--- config.mk ---
export PLATFORM = sky130hd
export DESIGN_NAME = lc3b_mem_arbiter
export DESIGN_NICKNAME = d
export VERILOG_FILES = /design/src/rtl/lc3b_mem_arbiter.sv
export SDC_FILE = /design/constraint.sdc
export NUM_CORES = 1
export LEC_CHECK = 0
export ABC_AREA = 1
export CAP_MARGIN = 25
export CORE_MARGIN = 2
export CORE_UTILIZATION = 41
export DETAILED_ROUTE_END_ITERATION = 8
export PLACE_DENSITY = 0.79
export SLEW_MARGIN = 20
export SYNTH_ARGS = -nofsm -noshare
export SYNTH_HDL_FRONTEND = slang
export SYNTH_SLANG_ARGS = --single-unit
--- constraint.sdc ---
create_clock -name clk -period 2 [get_ports clk]
set_input_delay 0.2 -clock clk [delete_from_list [all_inputs] [get_ports clk]]
set_output_delay 0.2 -clock clk [all_outputs]
set_load 0.02 [all_outputs]
--- src/rtl/lc3b_mem_arbiter.sv ---
// Memory-side arbiter for the LC-3b pipeline: serialises the instruction-fetch and
// data-access initiators onto one physical memory port, one transaction at a time.
// Data normally wins ties; a pending fetch is forced through after D_STREAK_MAX
// consecutive data grants.
module lc3b_mem_arbiter #(
  parameter int unsigned D_STREAK_MAX = 4
) (
  input  logic        clk,
  input  logic        reset,
  // Instruction-fetch initiator
  input  logic        i_mem_request,
  input  logic [15:0] i_mem_address,
  output logic [15:0] i_mem_rdata,
  output logic        i_mem_resp,
  // Data-access initiator
  input  logic        d_mem_read,
  input  logic        d_mem_write,
  input  logic [1:0]  d_mem_byte_enable,
  input  logic [15:0] d_mem_address,
  input  logic [15:0] d_mem_wdata,
  output logic [15:0] d_mem_rdata,
  output logic        d_mem_resp,
  // Physical memory port
  output logic        pmem_read,
  output logic        pmem_write,
  output logic [1:0]  pmem_byte_enable,
  output logic [15:0] pmem_address,
  output logic [15:0] pmem_wdata,
  input  logic [15:0] pmem_rdata,
  input  logic        pmem_resp
);

  typedef enum logic [2:0] {
    StIdle,
    StIAcc,
    StDAcc,
    StIDone,
    StDDone
  } state_e;

  localparam logic [3:0] StreakMax = 4'(D_STREAK_MAX);

  state_e      state_q, state_d;
  logic [3:0]  streak_q, streak_d;
  logic        wr_q, wr_d;
  logic [15:0] addr_q, addr_d;
  logic [15:0] wdata_q, wdata_d;
  logic [1:0]  be_q, be_d;
  logic [15:0] i_rdata_q, i_rdata_d;
  logic [15:0] d_rdata_q, d_rdata_d;

  logic d_pend;
  logic force_i;

  assign d_pend  = d_mem_read | d_mem_write;
  // A waiting fetch that has already sat out a full data streak takes this grant.
  assign force_i = i_mem_request && (streak_q == StreakMax);

  // Next-state: arbitration and request latching in IDLE, completion capture in ACC.
  always_comb begin
    state_d   = state_q;
    streak_d  = streak_q;
    wr_d      = wr_q;
    addr_d    = addr_q;
    wdata_d   = wdata_q;
    be_d      = be_q;
    i_rdata_d = i_rdata_q;
    d_rdata_d = d_rdata_q;
    unique case (state_q)
      StIdle: begin
        if (d_pend && !force_i) begin
          state_d = StDAcc;
          wr_d    = d_mem_write;  // write wins if both strobes are high
          addr_d  = d_mem_address;
          wdata_d = d_mem_wdata;
          be_d    = d_mem_write ? d_mem_byte_enable : 2'b11;
          if (!i_mem_request) begin
            streak_d = 4'd0;
          end else if (streak_q != StreakMax) begin
            streak_d = streak_q + 4'd1;
          end
        end else if (i_mem_request) begin
          state_d  = StIAcc;
          wr_d     = 1'b0;
          addr_d   = i_mem_address;
          wdata_d  = 16'h0000;
          be_d     = 2'b11;
          streak_d = 4'd0;
        end
      end
      StIAcc: begin
        if (pmem_resp) begin
          i_rdata_d = pmem_rdata;
          state_d   = StIDone;
        end
      end
      StDAcc: begin
        if (pmem_resp) begin
          if (!wr_q) begin
            d_rdata_d = pmem_rdata;
          end
          state_d = StDDone;
        end
      end
      StIDone, StDDone: state_d = StIdle;
      default:          state_d = StIdle;
    endcase
  end

  // State and datapath registers with synchronous reset.
  always_ff @(posedge clk) begin
    if (reset) begin
      state_q   <= StIdle;
      streak_q  <= 4'd0;
      wr_q      <= 1'b0;
      addr_q    <= 16'h0000;
      wdata_q   <= 16'h0000;
      be_q      <= 2'b00;
      i_rdata_q <= 16'h0000;
      d_rdata_q <= 16'h0000;
    end else begin
      state_q   <= state_d;
      streak_q  <= streak_d;
      wr_q      <= wr_d;
      addr_q    <= addr_d;
      wdata_q   <= wdata_d;
      be_q      <= be_d;
      i_rdata_q <= i_rdata_d;
      d_rdata_q <= d_rdata_d;
    end
  end

  // Moore outputs: strobes and resp pulses decode from state only.
  always_comb begin
    pmem_read        = (state_q == StIAcc) || ((state_q == StDAcc) && !wr_q);
    pmem_write       = (state_q == StDAcc) && wr_q;
    pmem_byte_enable = be_q;
    pmem_address     = addr_q;
    pmem_wdata       = wdata_q;
    i_mem_resp       = (state_q == StIDone);
    d_mem_resp       = (state_q == StDDone);
    i_mem_rdata      = i_rdata_q;
    d_mem_rdata      = d_rdata_q;
  end

endmodule
==> results.json <==
{
  "status": "finished clean",
  "maxCapViolCount": 0,
  "ant_nets": 0,
  "min-delay-start": "d_mem_wdata[9]",
  "avgSynthCellArea_sq_um": 7.20,
  "cts_sinks": 74,
  "rsz0062_at_grt": "false",
  "min_to": "pmem_wdata[9]",
  "yosys-top-cells-area": "dfxtp_1, nor2_1, nand2_1, nand3_1, o21ai_0",
  "holdCritPathClass": "input pin to register",
  "cts_tree": "built",
  "final_core_util_pct": 64.9,
  "fin_tns_setup_ns": 0,
  "grt_start_max_net_pins": 37,
  "die_area_sq_um": 8320,
  "finalHoldViolCount": 0,
  "clk_pin_slew_ns": 0.07,
  "core-area_sq_um": 7290,
  "p_per_area_nw_per_um2": 1090,
  "rrSetupSlack_ns": 0.40,
  "drt_wl_total_um": 8840,
  "min_path_cells": 3,
  "io_buffers": 141,
  "yosysUniqueCellTypes": 23,
  "initial_core_util_pct": 42.8,
  "grt_pass1_wl_um": 14500,
  "placedCellCount": 661,
  "max_freq_mhz": 547,
  "nets": 647,
  "num_rows": 31,
  "cp_data_required_time_ns": 1.80,
  "gp_congestion": 0.813,
  "wl_per_cell_um": 13.1,
  "layout_commonest_cell": "clkdlybuf4s50_1",
  "crit_arrival_ns": 1.63,
  "viasPerCell": 4.68,
  "worstRegToRegCells": 6,
  "diodes": 0,
  "dr.pass1.iters": 4,
  "syn_inst": 433,
  "synth-seq-cells": 74,
  "yosysWarningCount": 0,
  "rr_endpoint": "i_mem_rdata[6]",
  "critical_path_class": "register to output pin",
  "yosysTopAreaCell": "dfxtp_1",
  "layout_worst_path_cycle_share_pct": 91.4,
  "grt_usage_pct": 21.5,
  "worst-path-max-fanout": 5,
  "instances_no_fill": 676,
  "layout_min_cycle_time_ns": 1.83,
  "slew_violations": 0,
  "cts_made_buffers": 9,
  "first_iter_violations": 152,
  "irDropWorstVdd_mv": 0.551,
  "cts-root-buf": "clkbuf_8",
  "synth_top_area_share_pct": 47.5,
  "drc": 0,
  "first_global_vias": 3107,
  "slew-limit-headroom_pct": 66.3,
  "worstSkewPairLatency_ns": 0.34,
  "htree_levels": 3,
  "num_vias": 3166,
  "synthToLayoutAreaGrowth_pct": 51.9,
  "ios": 142,
  "synth_nets": 507,
  "p_leak_uw": 0.00211,
  "tightest_slew_ns": 0.506,
  "critPathLaunchType": "register",
  "final_cell_mix": "clkdlybuf4s50_1, nor2_1, nand2_1",
  "finClkSkew_ns": 0.0112,
  "r2r-start": "state_q[1]",
  "antenna_found_initial": 0,
  "die_y_um": 91.2,
  "synth_area_sq_um": 3120,
  "synth_seq_area_share_pct": 47.5,
  "critPathCaptureType": "output pin",
  "clk_path_buf_depth": 2,
  "chipWidth_um": 91.2,
  "dp_hpwl_um": 6580,
  "overflow": 0,
  "layout-drive-gt1-share_pct": 8.15,
  "setup_viol": 0
}
## synthesized netlist by cell type (all sizes together)
library cell,count
nor2,108
nand2,90
dfxtp,74
nand3,39
inv,36
o21ai,36
a21oi,22
buf,14
clkbuf,7
nor3,4
ha,2
nand4,1
## routing by layer
| metal | wire [um] | part of all wire (%) | global-route usage [%] | up-vias |
|---|---|---|---|---|
| li1 | - | - | - | 1636 |
| met1 | 3910 | 44 | 26.5 | 1423 |
| met2 | 4170 | 47 | 35.1 | 97 |
| met3 | 585 | 6.6 | 4.98 | 10 |
| met4 | 174 | 2.0 | 11.1 | 0 |
| met5 | 0 | 0 | 0 | - |
## registers in the layout (all words and copies together) (netlist names)
name / cells
d_mem_rdata: 16
i_mem_rdata: 16
pmem_address: 16
pmem_byte_enable: 2
pmem_wdata: 16
state_q: 3
streak_q: 4
wr_q: 1
## cell families (layout without fill, tap and decap cells)
logic type,count (synthesis),after routing,share of synthesized area [%]
adders and majority gates,2,2,0.802
AOI/OAI and AO/OA,58,58,9.31
and+or+nand+nor,242,242,33.1
buffers and inverters,57,201,9.23
DFF,74,74,47.5
## how the worst max path moves through the flow
stage	depth (start not counted)	from	to	slack, ns
final	3	state_q[1]	pmem_write	0.17
after global routing	3	state_q[1]	pmem_write	0.07
after CTS	3	state_q[1]	pmem_read	0.01
after detailed placement	6	pmem_resp	i_mem_rdata[12]	0.21
after global placement	6	pmem_resp	i_mem_rdata[0]	0.29
after floorplan	10	streak_q[0]	pmem_address[10]	0.61
## through the flow
step / setup WS (ns) / hold WS, ns / cell area [sq um] / power (uW)
after floorplan: 0.610 / 0.321 / 3120 / 3330
after detailed placement: 0.211 / 0.459 / 4570 / 4190
after global routing: 0.0695 / 0.415 / 4740 / 5480
after global placement: 0.288 / 0.452 / 4570 / 4140
final: 0.171 / 0.416 / 4740 / 5140
after CTS: 0.0146 / 0.398 / 4730 / 5180
## area by class of cell
type	count	area, sq um
Tap cell	99	124
Inverter	36	138
Sequential cell	74	1480
Clock buffer	10	128
Fill cell	676	2560
Timing Repair Buffer	150	1480
Multi-Input combinational cell	302	1350
Clock inverter	5	32.5
## repair_timing
action | in CTS | in global routing
setup buffers | 0 | 0
hold buffers | 0 | 0
gates resized for setup | 0 | 2
endpoints found under the setup margin | 0 | 2
## worst max-delay path, stage by stage (launching register included)
cell and delay [ns]:
dfxtp_1 0.44, nand3_4 0.13, nor2_1 0.10, clkdlybuf4s50_1 0.62
## report_power, final
group	switching [uW]	internal [uW]
sequential	170	1780
combinational	1250	945
clock	542	442
total	1970	3170
No activity file was read; power rests on OpenSTA's default activity.
